==> src/rtl/spi_arbiter.sv <==
// Two-requester arbiter in front of one SPI engine; alternates on ties, one transfer in flight.
// Launch one cycle after accept; response holds until the owner's rready, and no new request is taken meanwhile.
module spi_arbiter #(
  parameter logic [7:0] IFG_VAL      = 8'd4,
  parameter logic [7:0] CS_SCK_VAL   = 8'd2,
  parameter logic [7:0] SCK_CS_VAL   = 8'd2,
  parameter int         BUSY_TIMEOUT = 16
) (
  input  logic        GCLK,
  input  logic        RST,
  input  logic        r0_valid,
  output logic        r0_ready,
  input  logic [1:0]  r0_mode,
  input  logic [1:0]  r0_speed,
  input  logic [1:0]  r0_len,
  input  logic [31:0] r0_data,
  output logic        r0_rvalid,
  input  logic        r0_rready,
  output logic [31:0] r0_rdata,
  output logic        r0_rerr,
  input  logic        r1_valid,
  output logic        r1_ready,
  input  logic [1:0]  r1_mode,
  input  logic [1:0]  r1_speed,
  input  logic [1:0]  r1_len,
  input  logic [31:0] r1_data,
  output logic        r1_rvalid,
  input  logic        r1_rready,
  output logic [31:0] r1_rdata,
  output logic        r1_rerr,
  output logic        spi_start,
  input  logic        spi_busy,
  output logic [1:0]  spi_mode,
  output logic [1:0]  spi_speed,
  output logic [1:0]  spi_len,
  output logic [7:0]  spi_ifg,
  output logic [7:0]  spi_cs_sck,
  output logic [7:0]  spi_sck_cs,
  output logic [31:0] spi_mosi,
  input  logic [31:0] spi_miso,
  output logic        ctl_busy
);

  typedef enum logic [2:0] {IDLE, LAUNCH, WAIT_BUSY, WAIT_DONE, RESP} state_t;

  localparam logic [7:0] TIMEOUT_LAST = 8'(BUSY_TIMEOUT - 1);

  state_t      state;
  logic        last_q;
  logic        owner_q;
  logic        start_q;
  logic        rvalid_q;
  logic        rerr_q;
  logic [31:0] rdata_q;
  logic [31:0] mosi_q;
  logic [1:0]  mode_q;
  logic [1:0]  speed_q;
  logic [1:0]  len_q;
  logic [7:0]  cnt_q;

  logic gnt_vld;
  logic gnt_sel;
  logic accept;
  logic resp_hs;

  // On a tie the requester that was not served last wins.
  always_comb begin
    gnt_vld = r0_valid | r1_valid;
    gnt_sel = 1'b0;
    if (r0_valid && r1_valid) gnt_sel = ~last_q;
    else                      gnt_sel = r1_valid;
  end

  // Gating with RST keeps ready low while reset is held even though state already reads IDLE.
  assign accept   = RST && (state == IDLE) && gnt_vld;
  assign r0_ready = accept & ~gnt_sel;
  assign r1_ready = accept & gnt_sel;
  assign resp_hs  = rvalid_q && (owner_q ? r1_rready : r0_rready);

  always_ff @(posedge GCLK or negedge RST) begin
    if (!RST) begin
      state    <= IDLE;
      last_q   <= 1'b1;
      owner_q  <= 1'b0;
      start_q  <= 1'b0;
      rvalid_q <= 1'b0;
      rerr_q   <= 1'b0;
      rdata_q  <= '0;
      mosi_q   <= '0;
      mode_q   <= '0;
      speed_q  <= '0;
      len_q    <= '0;
      cnt_q    <= '0;
    end else begin
      start_q <= 1'b0;
      case (state)
        IDLE: begin
          if (accept) begin
            owner_q <= gnt_sel;
            mode_q  <= gnt_sel ? r1_mode  : r0_mode;
            speed_q <= gnt_sel ? r1_speed : r0_speed;
            len_q   <= gnt_sel ? r1_len   : r0_len;
            mosi_q  <= gnt_sel ? r1_data  : r0_data;
            start_q <= 1'b1;
            state   <= LAUNCH;
          end
        end
        LAUNCH: begin
          cnt_q <= '0;
          state <= WAIT_BUSY;
        end
        WAIT_BUSY: begin
          if (spi_busy) begin
            state <= WAIT_DONE;
          end else if (cnt_q == TIMEOUT_LAST) begin
            rdata_q  <= '0;
            rerr_q   <= 1'b1;
            rvalid_q <= 1'b1;
            state    <= RESP;
          end else begin
            cnt_q <= cnt_q + 8'd1;
          end
        end
        WAIT_DONE: begin
          if (!spi_busy) begin
            rdata_q  <= spi_miso;
            rerr_q   <= 1'b0;
            rvalid_q <= 1'b1;
            state    <= RESP;
          end
        end
        RESP: begin
          if (resp_hs) begin
            rvalid_q <= 1'b0;
            last_q   <= owner_q;
            state    <= IDLE;
          end
        end
        default: state <= IDLE;
      endcase
    end
  end

  assign r0_rvalid  = rvalid_q & ~owner_q;
  assign r1_rvalid  = rvalid_q & owner_q;
  assign r0_rdata   = rdata_q;
  assign r1_rdata   = rdata_q;
  assign r0_rerr    = rerr_q;
  assign r1_rerr    = rerr_q;
  assign spi_start  = start_q;
  assign spi_mode   = mode_q;
  assign spi_speed  = speed_q;
  assign spi_len    = len_q;
  assign spi_mosi   = mosi_q;
  assign spi_ifg    = IFG_VAL;
  assign spi_cs_sck = CS_SCK_VAL;
  assign spi_sck_cs = SCK_CS_VAL;
  assign ctl_busy   = (state != IDLE);

endmodule

==> config.mk <==
export PLATFORM = sky130hd
export DESIGN_NAME = spi_arbiter
export DESIGN_NICKNAME = d
export VERILOG_FILES = /design/src/rtl/spi_arbiter.sv
export SDC_FILE = /design/constraint.sdc
export NUM_CORES = 1
export LEC_CHECK = 0
export ABC_CLOCK_PERIOD_IN_PS = 2000
export CAP_MARGIN = 40
export CELL_PAD_IN_SITES_DETAIL_PLACEMENT = 1
export CELL_PAD_IN_SITES_GLOBAL_PLACEMENT = 2
export CORE_ASPECT_RATIO = 0.7
export CORE_MARGIN = 1.5
export CORE_UTILIZATION = 22
export DETAILED_ROUTE_END_ITERATION = 16
export GPL_TIMING_DRIVEN = 0
export PLACE_DENSITY_LB_ADDON = 0.1
export SYNTH_ARGS = -nofsm -noshare
export SYNTH_HDL_FRONTEND = slang
export SYNTH_SLANG_ARGS = --single-unit
==> constraint.sdc <==
create_clock -name GCLK -period 2 [get_ports GCLK]
set_input_delay 0.4 -clock GCLK [delete_from_list [all_inputs] [get_ports GCLK]]
set_output_delay 0.4 -clock GCLK [all_outputs]
set_load 0.02 [all_outputs]
==> results of run 1 <==
what timing repair did:
item | CTS | global route
pin swaps | 2 | 3
endpoints found under the hold margin | 44 | 0
setup endpoints to repair | 5 | 3
gates resized for setup | 36 | 3
setup buffers | 5 | 3
hold buffers | 2 | 0
gates cloned | 1 | 0
where the power goes:
group          leakage (nW)  internal [mW]  switching, mW
combinational          2.14           3.03           2.81
sequential             1.03           2.49          0.556
clock                 0.145           1.04          0.714
total                  3.31           6.56           4.08
Yosys cell counts, types with 4 or more instances:
cell     number  area [um^2]
nor2b_1       4         25.0
nand2_1      13         48.8
a22o_1       32          280
dfrtp_1      85         2130
a21oi_1      43          215
buf_4        67          503
buf_6         4         45.0
nor2_1       46          173
mux2i_1      42          420
buf_2         7         35.0
and2_1        4         25.0
worst reg2reg max path: cells and delay by family (launching register included):
family          cells  cell delay (ns)
compound gates      1             0.16
buf+inv             4             0.61
simple gates        3             0.65
flops               1             0.34
final timing paths:
path                                            end  slack (ns)  depth (start not counted)
max                                        r0_ready        0.06                          5
min                        spi_mosi[16]$_DFFE_PN0P_        0.01                          2
max reg2reg                r0_rdata[15]$_DFFE_PN0P_        0.19                          8
min reg2reg                 spi_mosi[5]$_DFFE_PN0P_        0.53                          2
max in group asynchronous      state[2]$_DFFE_PN0P_        0.98                          4
min in group GCLK           spi_mosi[5]$_DFFE_PN0P_        0.53                          2
stage by stage:
| stage | std cells | hold WS (ns) | total power [mW] | util | TNS, ns |
|---|---|---|---|---|---|
| global route | 901 | 0.0212 | 11.3 | 0.391 | -0.0169 |
| floorplan | 408 | 0.104 | 6.02 | - | 0 |
| detailed placement | 875 | 0.458 | 8.89 | 0.365 | -17.08 |
| CTS | 897 | 0.0209 | 10.8 | 0.390 | 0 |
| finish | 902 | 0.0145 | 10.6 | 0.392 | 0 |
| global placement | 874 | 0.503 | 8.77 | 0.364 | -409.00 |
flip-flops by register name (all words and copies together), names as in the netlist:
| name | flops |
|---|---|
| cnt_q | 8 |
| r0_rdata | 32 |
| state | 3 |
| spi_len | 2 |
| spi_mosi | 32 |
| spi_speed | 2 |
| spi_start | 1 |
| owner_q | 1 |
| rvalid_q | 1 |
| last_q | 1 |
| r0_rerr | 1 |
| spi_mode | 2 |
final cells by class:
cell class / count / area (um^2)
Multi-Input combinational cell: 242 / 1610
Fill cell: 2087 / 11500
Buffer: 77 / 586
Tap cell: 242 / 303
Antenna cell: 2 / 5.00
Timing Repair Buffer: 237 / 2420
Clock inverter: 4 / 53.8
Clock buffer: 12 / 256
Sequential cell: 86 / 2160
metal layers:
| metal | GRT usage | up-vias | wire length, um |
|---|---|---|---|
| met5 | 0 | - | 0 |
| met2 | 0.241 | 135 | 6890 |
| met3 | 0.0489 | 12 | 1050 |
| met4 | 0.0419 | 0 | 180 |
| li1 | - | 1797 | - |
| met1 | 0.197 | 1876 | 6710 |
cells by family after synthesis:
logic type	Yosys count	share of synthesized area
compound gates	88	0.145
flops	86	0.508
simple gates	85	0.0986
buf+inv	80	0.140
mux	44	0.104
other cells	2	0.00177
fa+ha+maj	1	0.00295
==> metrics.txt, run 1 <==
status=finished clean; CTS max path bufs=2; worst skew pair latency=~0.34 ns; Post-synth top flop=dfrtp_1; post-synth cell types=42; share of cells above drive strength 1=0.190; FF-to-FF Start=state[1]$_DFFE_PN0P_; Buf+Inv Stages, Crit Path=2; via/cell ratio=about 4.2; Finish-stage setup viols=0; via count=approximately 3,800; Fin. Hold Viols=0; area grow syn2layout=74.2%; DR WL/cell=roughly 16 um; critical path launch point type=flop; RSZ-0062 raised after global routing=true; Starting Density=0.225; crit-path max FO=5; WL final=about 15 mm; clock skew=0.00471 ns; Critical Path AT=approximately 1.5 ns; Starting DRT DRC Count=around 110; synthesized flop and latch total=86; fin worst setup slack=around 0.064 ns; most common library cell in the layout ignoring fill and taps=clkdlybuf4s50_1; worst path cell trace=buf_6 > nor2_4 > and4bb_2 > nor2b_4 > buf_6; Setup CP Type=reg -> out; hpwl dp=11.5 mm; EDFF count, synth=0; total CTS buffers=9; peak supply drop=roughly 380 uV; Critical Path End Type=primary output; chip height=around 120 um; number of detailed-route iterations in the first pass=4; ANT nets after route=0; Data required, critical path=between 1.5 and 2 ns; clk slew on worst S/H paths=roughly 0.060 ns; Avg Cell Area, Syn=between 10 and 15 um^2; Die Area=approximately 0.02 mm^2; DRC=0; cell count after synthesis=between 300 and 400; Area after DPL=between 0.006 and 0.007 mm^2; Core Region=0.0189 mm^2; vias in the first global route=3,944; fmax=516 MHz; min Tclk post-route=1.94 ns; Port Buffers=between 200 and 250; Nets=769; first-pass GRT wire length=between 20 and 25 mm; PwrDens=between 1000 and 1500 mW/mm^2; CTS root buf=clkbuf_16; Die W=169 um; Seq/Total Area, Yosys=0.508; max cap viols=0; min-delay worst type=in -> async; crit path from=state[1]$_DFFE_PN0P_; all-layer global routing usage=0.151; Final Cell Area=~0.0074 mm^2; Post-Syn Area=about 0.0042 mm^2; Overflow after GRT=0; Synth warnings=0; boundary pin count=249; largest net degree at the start of global routing=between 40 and 50; antenna violations before repair=2; final slew viol count=0; GPL Wtd Cong=roughly 0.76; dpl ws=-1.12 ns; commonest cells after routing, fill and taps aside=clkdlybuf4s50_1, dfrtp_1, buf_4; Async SR Flop Fraction=1.00; Max stage delay on crit path=0.37 ns; H-Tree Level Count=3; most frequent cell on the critical path=buf_6; family with the most delay on the worst path=simple AND/OR/NAND/NOR gates; Sink Count=between 80 and 90; Leakage Power=about 3.3 nW; Crit-path slowest cell=dfrtp_1; Final Cycle Share=0.968; CTS tree=done; row count=42
Note: power is estimated with default switching activity, not from simulation.
==> run 2, diff against run 1 <==
Settings changed: SLEW_MARGIN set to 20.
==> metrics.txt, run 2 (synthesis gave the netlist of run 1 again) <==
area grow syn2layout=74.5%; clk slew on worst S/H paths=~0.060 ns; WL final=roughly 15 mm; total CTS buffers=9; first-pass GRT wire length=22.8 mm; sequential power share=0.286; all-layer global routing usage=0.149; RSZ-0062 raised after global routing=true; Sink Count=86; final setup TNS=0 ns; Leakage Power=around 3.3 nW; row count=42; Final Cycle Share=0.967; worst path cell trace=buf_6 > nor2_4 > and4bb_2 > nor2b_4 > buf_6; Die W=169 um; Finish-stage setup viols=0; min Tclk post-route=around 1.9 ns; Final Cell Area=between 0.007 and 0.008 mm^2; Post-Route Utilization=0.392; Port Buffers=between 200 and 250; worst skew pair latency=roughly 0.34 ns; Switching Share=0.385; commonest cells after routing, fill and taps aside=clkdlybuf4s50_1, dfrtp_1, buf_4; Die Area=slightly above 0.02 mm^2; final slew viol count=0; via count=between 3,000 and 4,000; fin worst setup slack=about 0.066 ns; DR WL/cell=~16 um; hpwl dp=11.4 mm; GPL Wtd Cong=0.757; Gate power share=0.553; most frequent cell on the critical path=buf_6; crit-path max FO=6; most common library cell in the layout ignoring fill and taps=clkdlybuf4s50_1; Max stage delay on crit path=approximately 0.38 ns; Switch Pwr=a little over 4 mW; Starting Density=0.225; via/cell ratio=between 4 and 5; Starting DRT DRC Count=125; number of detailed-route iterations in the first pass=4; Fin. Hold Viols=0; critical path launch point type=flop; boundary pin count=about 250; Crit-path slowest cell=dfrtp_1; clock skew=approximately 0.006 ns; chip height=roughly 120 um; ANT nets after route=0; CTS max path bufs=2; CTS tree=done; DRC=0; min-delay worst type=in -> async; Core Region=0.0189 mm^2; CTS root buf=clkbuf_16; family with the most delay on the worst path=simple AND/OR/NAND/NOR gates; Critical Path End Type=primary output; clock power share=0.161; status=finished clean; fmax=slightly above 500 MHz; vias in the first global route=between 3,000 and 4,000; internal power=6.55 mW; H-Tree Level Count=3; Critical Path AT=around 1.5 ns; max cap viols=0; Data required, critical path=between 1.5 and 2 ns; Area after DPL=between 0.006 and 0.007 mm^2; Buf+Inv Stages, Crit Path=2; dpl ws=-0.983 ns; antenna violations before repair=2; Overflow after GRT=0; Nets=773; Layout fillers=2,127; Setup CP Type=reg -> out; peak supply drop=~520 uV; share of cells above drive strength 1=0.194; largest net degree at the start of global routing=45; PwrDens=1440 mW/mm^2
==> run 2: cell types whose count changed in the layout (fill, tap and decap cells not counted), sizes merged <==
cell,previous run,this run
buf,92,96
clkbuf,12,10
clkinv,0,1
diode,2,1
==> run 2: per-stage QoR <==
stage | hold slack, ns | instances | power (mW)
4_1_cts | 0.0226 | 897 | 10.7
3_3_place_gp | 0.503 | 874 | 8.77
5_1_grt | 0.0244 | 903 | 11.3
2_1_floorplan | 0.104 | 408 | 6.02
3_5_place_dp | 0.367 | 875 | 8.88
6_report | 0.0225 | 904 | 10.6
==> run 2: layout make-up <==
| cell class | count | area [um^2] | area share |
|---|---|---|---|
| Clock buffer | 10 | 239 | 0.0323 |
| Clock inverter | 5 | 58.8 | 0.00795 |
| Buffer | 77 | 586 | 0.0791 |
| Multi-Input combinational cell | 242 | 1600 | 0.217 |
| Timing Repair Buffer | 241 | 2450 | 0.331 |
| Sequential cell | 86 | 2160 | 0.291 |
| Tap cell | 242 | 303 | 0.0409 |
| Antenna cell | 1 | 2.50 | 0.000338 |
==> run 2: what timing repair did <==
action	CTS	global route
buffers inserted	6	6
gates cloned	1	0
endpoints found under the setup margin	4	3
hold endpoints to repair	44	0
pin swaps	3	1
hold buffers	2	0
resized for setup	35	2
==> run 2: power groups by stage <==
stage / combinational, mW / sequential [mW] / clock (mW)
2_1_floorplan: 2.25 / 3.77 / 0
3_3_place_gp: 5.75 / 3.02 / 0
3_5_place_dp: 5.82 / 3.07 / 0
4_1_cts: 5.91 / 3.06 / 1.78
5_1_grt: 6.27 / 3.15 / 1.85
6_report: 5.89 / 3.05 / 1.71
==> run 2: worst paths after layout <==
path / startpoint / to / slack, ns / cells past startpoint
setup / recovery: state[1]$_DFFE_PN0P_ / r0_ready / 0.07 / 5
hold / removal: RST / spi_mosi[21]$_DFFE_PN0P_ / 0.02 / 2
setup reg to reg: state[1]$_DFFE_PN0P_ / r0_rdata[24]$_DFFE_PN0P_ / 0.20 / 8
hold reg to reg: spi_mosi[28]$_DFFE_PN0P_ / spi_mosi[28]$_DFFE_PN0P_ / 0.53 / 2
max in group asynchronous: RST / state[0]$_DFFE_PN0P_ / 0.92 / 4
min in group GCLK: spi_mosi[28]$_DFFE_PN0P_ / spi_mosi[28]$_DFFE_PN0P_ / 0.53 / 2
==> run 2: routing by layer <==
metal / vias up / GRT usage / wire length [um]
met5: - / 0 / 13
met4: 2 / 0.0368 / 144
met3: 12 / 0.0445 / 1010
met2: 142 / 0.240 / 6900
met1: 1868 / 0.196 / 6780
li1: 1809 / - / -
